===== config.mk =====
export PLATFORM = sky130hd
export DESIGN_NAME = gcn_aggregation_engine_flat
export DESIGN_NICKNAME = d
export VERILOG_FILES = /design/src/rtl/gcn_agg_pkg.sv /design/src/rtl/gcn_agg_if.sv /design/src/rtl/gcn_agg_accum_bank.sv /design/src/rtl/gcn_aggregation_engine.sv /design/src/flat_wrapper.sv
export SDC_FILE = /design/constraint.sdc
export NUM_CORES = 1
export LEC_CHECK = 0
export ABC_AREA = 1
export CAP_MARGIN = 15
export CORE_MARGIN = 2
export CORE_UTILIZATION = 35
export CTS_CLUSTER_DIAMETER = 80
export DETAILED_ROUTE_END_ITERATION = 10
export DONT_BUFFER_PORTS = 1
export GPL_TIMING_DRIVEN = 0
export SETUP_SLACK_MARGIN = 0.5
export SYNTH_ARGS = -nofsm -noshare
export SYNTH_HDL_FRONTEND = slang
export SYNTH_SLANG_ARGS = --single-unit

===== constraint.sdc =====
create_clock -name clk -period 14.7 [get_ports clk]
set_clock_uncertainty 0.15 [all_clocks]
set_input_delay 2.205 -clock clk [delete_from_list [all_inputs] [get_ports clk]]
set_output_delay 2.205 -clock clk [all_outputs]
set_load 0.01 [all_outputs]

===== src/rtl/gcn_agg_pkg.sv =====
// GCN aggregation shared types and element adder.
// Define GCN_AGG_SAT_EN for saturating adds; default wraps.
package gcn_agg_pkg;

   localparam int ROW_COLS = 3;
   localparam int ELEM_W   = 16;

   typedef enum logic [2:0] {
      S_IDLE,
      S_CLEAR,
      S_EDGE,
      S_SELF,
      S_DRAIN,
      S_DONE
   } agg_state_e;

   typedef logic [ROW_COLS-1:0][ELEM_W-1:0] row_t;

   // Operands arrive sign-extended; result is valid in its low w bits.
   function automatic logic [31:0] add_elem(
      input logic [31:0] a,
      input logic [31:0] b,
      input int          w
   );
      logic signed [31:0] s;
`ifdef GCN_AGG_SAT_EN
      logic signed [31:0] lim;
`endif
      s = signed'(a) + signed'(b);
`ifdef GCN_AGG_SAT_EN
      lim = 32'sd1 <<< (w - 1);
      if (s >= lim)
         s = lim - 32'sd1;
      else if (s < -lim)
         s = -lim;
`else
      s = (s <<< (32 - w)) >>> (32 - w);
`endif
      return s;
   endfunction

endpackage


===== src/rtl/gcn_agg_if.sv =====
// Memory-side and control bus of the GCN aggregation engine.
// Engine uses the slave view; memories/controller use master.
interface gcn_agg_if #(
   parameter int NODE_W         = 3,
   parameter int COO_BW         = 3,
   parameter int WEIGHT_COLS    = 3,
   parameter int DOT_PROD_WIDTH = 16
) ();

   logic                                        done_trans;
   logic [COO_BW-1:0]                           coo_address;
   logic [NODE_W-1:0]                           coo_src;
   logic [NODE_W-1:0]                           coo_dst;
   logic [NODE_W-1:0]                           read_row;
   logic [WEIGHT_COLS-1:0][DOT_PROD_WIDTH-1:0]  FM_WM_Row;
   logic [NODE_W-1:0]                           read_row_adj;
   logic [WEIGHT_COLS-1:0][DOT_PROD_WIDTH-1:0]  fm_wm_adj_out;
   logic                                        busy;
   logic                                        done_comb;
   logic                                        err_addr;

   modport master (
      output done_trans, coo_src, coo_dst, FM_WM_Row, read_row_adj,
      input  coo_address, read_row, fm_wm_adj_out,
      input  busy, done_comb, err_addr
   );

   modport slave (
      input  done_trans, coo_src, coo_dst, FM_WM_Row, read_row_adj,
      output coo_address, read_row, fm_wm_adj_out,
      output busy, done_comb, err_addr
   );

endinterface


===== src/rtl/gcn_agg_accum_bank.sv =====
// Accumulator row bank: one-cycle clear, RMW accumulate port,
// registered read port returning zeros past the last node.
module gcn_agg_accum_bank
   import gcn_agg_pkg::*;
#(
   parameter int NUM_OF_NODES   = 6,
   parameter int WEIGHT_COLS    = 3,
   parameter int DOT_PROD_WIDTH = 16,
   parameter int NODE_W         = $clog2(NUM_OF_NODES)
) (
   input  logic                                       clk,
   input  logic                                       reset,
   input  logic                                       clr,
   input  logic                                       acc_en,
   input  logic [NODE_W-1:0]                          acc_idx,
   input  logic [WEIGHT_COLS-1:0][DOT_PROD_WIDTH-1:0] acc_row,
   input  logic [NODE_W-1:0]                          rd_idx,
   output logic [WEIGHT_COLS-1:0][DOT_PROD_WIDTH-1:0] rd_row
);

   typedef logic [WEIGHT_COLS-1:0][DOT_PROD_WIDTH-1:0] bank_row_t;

   bank_row_t acc [NUM_OF_NODES];
   bank_row_t sum_row;

   always_comb begin
      sum_row = '0;
      for (int c = 0; c < WEIGHT_COLS; c++) begin
         sum_row[c] = DOT_PROD_WIDTH'(add_elem(
            32'(signed'(acc[acc_idx][c])),
            32'(signed'(acc_row[c])),
            DOT_PROD_WIDTH));
      end
   end

   always_ff @(posedge clk or posedge reset) begin
      if (reset) begin
         for (int i = 0; i < NUM_OF_NODES; i++)
            acc[i] <= '0;
         rd_row <= '0;
      end else begin
         if (clr) begin
            for (int i = 0; i < NUM_OF_NODES; i++)
               acc[i] <= '0;
         end else if (acc_en) begin
            acc[acc_idx] <= sum_row;
         end
         rd_row <= (int'(rd_idx) < NUM_OF_NODES) ? acc[rd_idx] : '0;
      end
   end

endmodule


===== src/rtl/gcn_aggregation_engine.sv =====
// GCN aggregation A*(F*W): streams COO edges (plus optional
// self-loops) through a 2-stage pipeline into the accumulator bank.
module gcn_aggregation_engine
   import gcn_agg_pkg::*;
#(
   parameter int NUM_OF_NODES    = 6,
   parameter int COO_NUM_OF_COLS = 6,
   parameter int WEIGHT_COLS     = 3,
   parameter int DOT_PROD_WIDTH  = 16,
   parameter int ADD_SELF_LOOP   = 0,
   parameter int NODE_W          = $clog2(NUM_OF_NODES),
   parameter int COO_BW          = $clog2(COO_NUM_OF_COLS)
) (
   input logic      clk,
   input logic      reset,
   gcn_agg_if.slave bus
);

   localparam logic [COO_BW-1:0] LAST_EDGE = COO_BW'(COO_NUM_OF_COLS - 1);
   localparam logic [NODE_W-1:0] LAST_NODE = NODE_W'(NUM_OF_NODES - 1);

   agg_state_e        state_q;
   agg_state_e        state_d;
   logic [COO_BW-1:0] edge_cnt;
   logic [NODE_W-1:0] node_cnt;
   logic              drain_cnt;
   logic              err_q;
   logic              p0_valid;
   logic              p0_self;
   logic [NODE_W-1:0] p0_node;
   logic              p1_valid;
   logic [NODE_W-1:0] p1_dst;
   logic [NODE_W-1:0] src;
   logic [NODE_W-1:0] dst;
   logic              bad;

   always_ff @(posedge clk or posedge reset) begin
      if (reset)
         state_q <= S_IDLE;
      else
         state_q <= state_d;
   end

   always_comb begin
      state_d = state_q;
      unique case (state_q)
         S_IDLE:  if (bus.done_trans) state_d = S_CLEAR;
         S_CLEAR: state_d = S_EDGE;
         S_EDGE:
            if (edge_cnt == LAST_EDGE)
               state_d = (ADD_SELF_LOOP != 0) ? S_SELF : S_DRAIN;
         S_SELF:  if (node_cnt == LAST_NODE) state_d = S_DRAIN;
         S_DRAIN: if (drain_cnt) state_d = S_DONE;
         S_DONE:  state_d = S_IDLE;
         default: state_d = S_IDLE;
      endcase
   end

   // Stage 1: self-loop entries replace the COO memory output.
   assign src = p0_self ? p0_node : bus.coo_src;
   assign dst = p0_self ? p0_node : bus.coo_dst;
   assign bad = (int'(src) >= NUM_OF_NODES) ||
                (int'(dst) >= NUM_OF_NODES);

   always_ff @(posedge clk or posedge reset) begin
      if (reset) begin
         edge_cnt  <= '0;
         node_cnt  <= '0;
         drain_cnt <= 1'b0;
         err_q     <= 1'b0;
      end else begin
         if (state_q == S_CLEAR) begin
            edge_cnt  <= '0;
            node_cnt  <= '0;
            drain_cnt <= 1'b0;
            err_q     <= 1'b0;
         end
         if (state_q == S_EDGE && edge_cnt != LAST_EDGE)
            edge_cnt <= edge_cnt + 1'b1;
         if (state_q == S_SELF && node_cnt != LAST_NODE)
            node_cnt <= node_cnt + 1'b1;
         if (state_q == S_DRAIN)
            drain_cnt <= ~drain_cnt;
         if (p0_valid && bad)
            err_q <= 1'b1;
      end
   end

   always_ff @(posedge clk or posedge reset) begin
      if (reset) begin
         p0_valid <= 1'b0;
         p0_self  <= 1'b0;
         p0_node  <= '0;
         p1_valid <= 1'b0;
         p1_dst   <= '0;
      end else begin
         p0_valid <= (state_q == S_EDGE) || (state_q == S_SELF);
         p0_self  <= (state_q == S_SELF);
         p0_node  <= node_cnt;
         p1_valid <= p0_valid && !bad;
         p1_dst   <= dst;
      end
   end

   assign bus.coo_address = edge_cnt;
   assign bus.read_row    = p0_valid ? src : '0;
   assign bus.busy        = (state_q == S_CLEAR) || (state_q == S_EDGE) ||
                            (state_q == S_SELF)  || (state_q == S_DRAIN);
   assign bus.done_comb   = (state_q == S_DONE);
   assign bus.err_addr    = err_q;

   gcn_agg_accum_bank #(
      .NUM_OF_NODES   (NUM_OF_NODES),
      .WEIGHT_COLS    (WEIGHT_COLS),
      .DOT_PROD_WIDTH (DOT_PROD_WIDTH),
      .NODE_W         (NODE_W)
   ) u_bank (
      .clk     (clk),
      .reset   (reset),
      .clr     (state_q == S_CLEAR),
      .acc_en  (p1_valid),
      .acc_idx (p1_dst),
      .acc_row (bus.FM_WM_Row),
      .rd_idx  (bus.read_row_adj),
      .rd_row  (bus.fm_wm_adj_out)
   );

endmodule


===== src/flat_wrapper.sv =====
// flat-port wrapper written by rule: the top's interface ports become plain ports
module gcn_aggregation_engine_flat import gcn_agg_pkg::*;
#(
   parameter int NUM_OF_NODES    = 6,
   parameter int COO_NUM_OF_COLS = 6,
   parameter int WEIGHT_COLS     = 3,
   parameter int DOT_PROD_WIDTH  = 16,
   parameter int ADD_SELF_LOOP   = 0,
   parameter int NODE_W          = $clog2(NUM_OF_NODES),
   parameter int COO_BW          = $clog2(COO_NUM_OF_COLS)
)
  (clk, reset, bus_done_trans, bus_coo_src, bus_coo_dst, bus_FM_WM_Row, bus_read_row_adj, bus_coo_address, bus_read_row, bus_fm_wm_adj_out, bus_busy, bus_done_comb, bus_err_addr);
  gcn_agg_if #(.NODE_W(NODE_W), .COO_BW(COO_BW), .WEIGHT_COLS(WEIGHT_COLS), .DOT_PROD_WIDTH(DOT_PROD_WIDTH)) bus_i ();
  input logic clk;
  input logic reset;
  input wire logic [$bits(bus_i.done_trans)-1:0] bus_done_trans;
  input wire logic [$bits(bus_i.coo_src)-1:0] bus_coo_src;
  input wire logic [$bits(bus_i.coo_dst)-1:0] bus_coo_dst;
  input wire logic [$bits(bus_i.FM_WM_Row)-1:0] bus_FM_WM_Row;
  input wire logic [$bits(bus_i.read_row_adj)-1:0] bus_read_row_adj;
  output wire logic [$bits(bus_i.coo_address)-1:0] bus_coo_address;
  output wire logic [$bits(bus_i.read_row)-1:0] bus_read_row;
  output wire logic [$bits(bus_i.fm_wm_adj_out)-1:0] bus_fm_wm_adj_out;
  output wire logic [$bits(bus_i.busy)-1:0] bus_busy;
  output wire logic [$bits(bus_i.done_comb)-1:0] bus_done_comb;
  output wire logic [$bits(bus_i.err_addr)-1:0] bus_err_addr;
  assign bus_i.done_trans = bus_done_trans;
  assign bus_i.coo_src = bus_coo_src;
  assign bus_i.coo_dst = bus_coo_dst;
  assign bus_i.FM_WM_Row = bus_FM_WM_Row;
  assign bus_i.read_row_adj = bus_read_row_adj;
  assign bus_coo_address = bus_i.coo_address;
  assign bus_read_row = bus_i.read_row;
  assign bus_fm_wm_adj_out = bus_i.fm_wm_adj_out;
  assign bus_busy = bus_i.busy;
  assign bus_done_comb = bus_i.done_comb;
  assign bus_err_addr = bus_i.err_addr;
  gcn_aggregation_engine #(.NUM_OF_NODES(NUM_OF_NODES), .COO_NUM_OF_COLS(COO_NUM_OF_COLS), .WEIGHT_COLS(WEIGHT_COLS), .DOT_PROD_WIDTH(DOT_PROD_WIDTH), .ADD_SELF_LOOP(ADD_SELF_LOOP), .NODE_W(NODE_W), .COO_BW(COO_BW)) u_core (.clk(clk), .reset(reset), .bus(bus_i));
endmodule

## Word-level counts from Yosys, hierarchy flattened

Cells that the tools add are included.

| word-level totals | value |
|---|---|
| register bits | 356 |
| input port bits | 60 |
| output and inout bits | 57 |
| logic and storage cells | 102 |

| cells by class | value |
|---|---|
| add/subtract/negate cells | 5 |
| order comparisons | 6 |
| eq/ne operators | 13 |
| mux-type cells | 26 |
| bitwise gates (word level) | 3 |
| reduce and logical (&&, ||, !) cells | 18 |

Operators by type and width:

| operator | number |
|---|---|
| $mux W288 | 2 |
| $bmux W48 S3 | 2 |
| $bwmux W288 | 1 |
| $mux W48 | 6 |
| $demux W48 S3 | 1 |
| $add A16 B16 Y16 | 3 |
| $mux W3 | 10 |
| $pmux W3 S5 | 1 |
| $eq A3 B3 Y1 const B | 4 |
| $reduce_bool A2 Y1 | 5 |
| $ge A4 B4 Y1 const B | 2 |
| $not A3 Y4 | 2 |
| $add A3 B1 Y3 const B | 2 |
| $eq A3 B2 Y1 const B | 2 |
| $ge A3 B3 Y1 const B | 2 |
| $ne A2 B1 Y1 const B | 3 |
| $ne A3 B3 Y1 const B | 2 |
| $logic_and A1 B1 Y1 | 5 |
| $logic_or A1 B1 Y1 | 5 |
| $lt A4 B1 Y1 const B | 1 |
| $reduce_and A4 Y1 | 1 |
| $eq A3 B1 Y1 const B | 1 |
| $logic_not A3 Y1 | 1 |
| $lt A3 B3 Y1 const B | 1 |
| other kinds (4) | 6 |

## Logic depth before layout (Yosys ltp)

| depth | value |
|---|---|
| word-level depth | 8 |
| mapped depth | 19 |
| gate-level depth less buffers | 18 |

## Cells and area by module

From an unflattened synthesis, not the netlist that was laid out.

| unflattened totals | value |
|---|---|
| cells, all modules | 2472 |
| area total of the unflattened synthesis | 19458.7 µm² |

By module, submodules not included:

| module | times used | cells an instance | area each (µm²) | seq. area each (µm²) |
|---|---|---|---|---|
| gcn_agg_accum_bank | 1 | 2363 | 18511.5 | 8408.1 |
| gcn_aggregation_engine | 1 | 109 | 947.2 | 500.5 |

## Least setup slack after synthesis

Ideal clock, no wire load.

| path | value |
|---|---|
| path type | in2out |
| from | input bus_coo_src[1] |
| to | output bus_read_row[1] |
| arrival time | 2.472 ns |
| required time | 12.345 ns |
| path slack | 9.873 ns |
| cell stages on the path | 2 |
| path buffers | 0 |
| cell sequence | nand2_1 a21oi_1 |

| on the way | value |
|---|---|
| word-level cells in the longest chain between the ends | 2 |

Ends and longest elaborated chain:

| item | RTL line | text |
|---|---|---|
| start, declared | flat_wrapper.sv:17 | `input wire logic [$bits(bus_i.coo_src)-1:0] bus_coo_src;` |
| $mux W3 | gcn_aggregation_engine.sv:60 | `assign src = p0_self ? p0_node : bus.coo_src;` |
| $mux W3 | gcn_aggregation_engine.sv:106 | `assign bus.read_row = p0_valid ? src : '0;` |
| end, declared | flat_wrapper.sv:22 | `output wire logic [$bits(bus_i.read_row)-1:0] bus_read_row;` |

Every way passes these cells.

## Final worst setup path

| path | value |
|---|---|
| from | input bus_coo_src[2] |
| to | output bus_read_row[2] |

The elaborated chain is that of the path after synthesis.

==> impl_metrics.tcl <==
set metrics [dict create \
    outcome "finished clean" \
    first_global_vias 18500 \
    critical_path.top_delay_family "compound AO/OA/AOI/OAI gates" \
    ys_ff_latch 356 \
    critical_path_buf_inv_count 0 \
    final_nets 2611 \
    dpl-instance-area_um2 20500 \
    max-vdd-ir-drop_mv 0.111 \
    sequential_cell_area_fraction_in_the_yosys_report_pct 45.9 \
    grt_max_degree 108 \
    period_minus_slack_ns 4.85 \
    mostFrequentLayoutCells "636 x nand2_1, 356 x dfrtp_1, 259 x inv_1" \
    number_of_remaining_drc_errors 0 \
    synth_top_family_by_area "simple AND/OR/NAND/NOR gates" \
    max_transition_margin_pct 9.00 \
    fp.dieW_um 240 \
    busiest_layer "met2" \
    worst_hold_path_type "reg2reg" \
    vias 19200 \
    timing.critical_path.slowest_stage_cell "a21oi_1" \
    final.period_utilization_pct 33.0 \
    stdcell_count 3284 \
    design_area_final_um2 21900 \
    die_area_um2 57400 \
    clock-sinks 356 \
    postLayoutSetupSlackWorst_ns 9.85 \
    cap_viol_max_count 0 \
    start_kind "primary input" \
    tightestPinTransition_ns 1.37 \
    synth.distinct_cells 47 \
    final_layout_size_suffix_gt1_share_pct 7.78 \
    async_reset_ff_share_pct 100 \
    clock_pin_slew_worst_setup_and_hold_paths_ns 0.06 \
    buffers_inserted_during_post_cts_setup_optimization 0 \
    slew_viol_final 0 \
    clock_tree.htree_level_count 2 \
    path_class "in2out" \
    detailedRoute.firstIterationViolations 2950 \
    netlist_area_um2 19400 \
    use_met1_pct 39.0 \
    setup-tns-final_ns 0 \
    grt_use_met2_pct 44.3 \
    synthXorXnorAreaFrac_pct 0.902 \
    global_route.usage.met3_pct 8.62 \
    grt_setup_unrepaired "no" \
    synth-compound-area-share_pct 20.2 \
    globalRouteTotalUtil_pct 29.6 \
    synthSimpleGateAreaFrac_pct 20.6 \
    portBuffers 0 \
    io_pins 117 \
    cts-hold-fix-buffers 0 \
    via_count_normalized_by_instance_count 5.86 \
    synthToLayoutAreaGrowth_pct 13.0 \
    setup.worst_path.end_class "output port" \
    max_freq_mhz 206 \
    worstPathRequired_ns 12.35 \
    core_um2 55000 \
    grt_overflow_total 0 \
    drt_pass1_iterations 6 \
    syn-mean-instance-area_um2 7.93 \
    edff_count_synth 0 \
    placementRows 86 \
    cts_repair_resizes 0 \
    leakage_nw 10.4 \
    cp_slowest_stage_delay_ns 0.24 \
    clk-insertion-delay-late_ns 0.62 \
    cp.arrival_ns 2.50 \
    postSynth.topFlopCell "dfrtp_1" \
    chain_of_cells_forming_the_critical_path "nand2_1, a21oi_1" \
    initial_antenna_violation_count 7 \
    cts.path.max_buffers 3 \
    drt-wirelength-per-cell_um 26.0 \
    place.detailed.instances 3200 \
    synth_fa_ha_area_share_pct 3.47 \
    cts_tree "done" \
    layout.cells.most_common "nand2_1" \
    cts_buffers 45 \
    post_synth_mux_area_share_pct 0 \
    place_worst_setup_slack_ns 9.84 \
    synth_nets 2560 \
    detailedPlacementHpwl_um 58900 \
    cts_root_buf "clkbuf_16" \
    postSynthCellCount 2448 \
    p_total_mw 4.75 \
    warnings_from_yosys 0 \
    report.final.hold_viol_count 0 \
    antenna_violating_nets_post_route 0 \
    starting_density_of_the_core_pct 35.3 \
    finalSetupViolCount 0 \
    crit_path_max_fanout 2 \
    total_routed_length_um 85400 \
    floorplan.die.height_um 240 \
    gpl.final_weighted_congestion 1.00 \
    wire_length_of_the_first_global_routing_pass_um 124000 \
    power.density_cell_area_nw_per_um2 216 \
]
## report_power, final
part           switching [mW]  internal (mW)  total [mW]
registers               0.272           1.40        1.67
clock network           0.473          0.659        1.13
logic                    1.38          0.569        1.95
## cell usage after synthesis, types with 2 or more instances
master | number | area (µm²)
nand2_1 | 636 | 2390
dfrtp_1 | 356 | 8910
inv_1 | 260 | 976
o21ai_0 | 232 | 1160
nand3_1 | 160 | 801
o22ai_1 | 150 | 938
nor2_1 | 114 | 428
a21oi_1 | 77 | 385
clkbuf_1 | 54 | 203
o211ai_1 | 50 | 375
ha_1 | 49 | 613
buf_2 | 45 | 225
a22oi_1 | 42 | 315
o21ai_1 | 30 | 150
inv_2 | 23 | 86.3
buf_4 | 18 | 135
xnor2_1 | 18 | 158
a221oi_1 | 14 | 123
o221ai_1 | 14 | 123
o2111ai_1 | 10 | 87.6
nor2_2 | 9 | 56.3
nor2_4 | 9 | 101
buf_1 | 8 | 30.0
nand3b_1 | 8 | 60.1
o32ai_1 | 8 | 70.1
o21a_1 | 7 | 52.6
o41ai_1 | 7 | 61.3
nand4_1 | 6 | 37.5
buf_6 | 5 | 56.3
nor3_1 | 4 | 20.0
fa_1 | 3 | 60.1
nand3_4 | 3 | 52.6
a22o_1 | 2 | 17.5
o21bai_1 | 2 | 15.0
or2_2 | 2 | 12.5
xor2_1 | 2 | 17.5
## sequential cells by signal, indices dropped and copies added (netlist names)
name / cells
u_core.p0_node: 3
u_core.bus.coo_address: 3
u_core.bus.err_addr: 1
u_core.p0_self: 1
u_core.drain_cnt: 1
u_core.state_q: 3
u_core.p1_valid: 1
u_core.u_bank.rd_row: 48
u_core.p1_dst: 3
u_core.u_bank.acc: 288
u_core.node_cnt: 3
u_core.p0_valid: 1
## final timing paths
path / from / to / depth (start not counted) / slack, ns
max: bus_coo_src[2] / bus_read_row[2] / 2 / 9.85
max reg2reg: u_core.p1_dst[0] / u_core.u_bank.acc[191] / 17 / 10.19
min in group asynchronous: reset / u_core.u_bank.rd_row[8] / 1 / 1.35
min reg2reg: u_core.node_cnt[2] / u_core.p0_node[2] / 0 / 0.30
max in group asynchronous: reset / u_core.u_bank.rd_row[46] / 2 / 11.97
min: u_core.node_cnt[2] / u_core.p0_node[2] / 0 / 0.30
## stage by stage
step	hold slack [ns]	util, %
2_1_floorplan	0.248	-
3_3_place_gp	0.277	37.0
3_5_place_dp	0.297	37.2
4_1_cts	0.304	39.9
5_1_grt	0.312	39.9
6_report	0.304	39.9
## area by class of cell
cell class | instances | area (µm²)
Multi-Input combinational cell | 1676 | 8760
Clock buffer | 63 | 1270
Fill cell | 5579 | 33000
Tap cell | 748 | 936
Timing Repair Buffer | 4 | 97.6
Clock inverter | 17 | 200
Antenna cell | 4 | 10.0
Inverter | 285 | 1080
Sequential cell | 356 | 8910
Buffer | 131 | 664
## logic make-up after synthesis
| logic type | count (synthesis) |
|---|---|
| AND/OR/NAND/NOR | 955 |
| XOR/XNOR | 20 |
| AO/OA/AOI/OAI | 649 |
| flip-flops | 356 |
| buffers and inverters | 416 |
| adder cells (fa/ha/maj) | 52 |
## per-layer routing
layer | vias up | routed length, µm | part of all wire (%)
met5 | - | 28 | 0.033
met4 | 4 | 4700 | 5.5
met3 | 272 | 10000 | 12
met2 | 1248 | 36900 | 43
met1 | 9314 | 33700 | 40
li1 | 8399 | - | -
No activity file was read; power rests on OpenSTA's default activity.
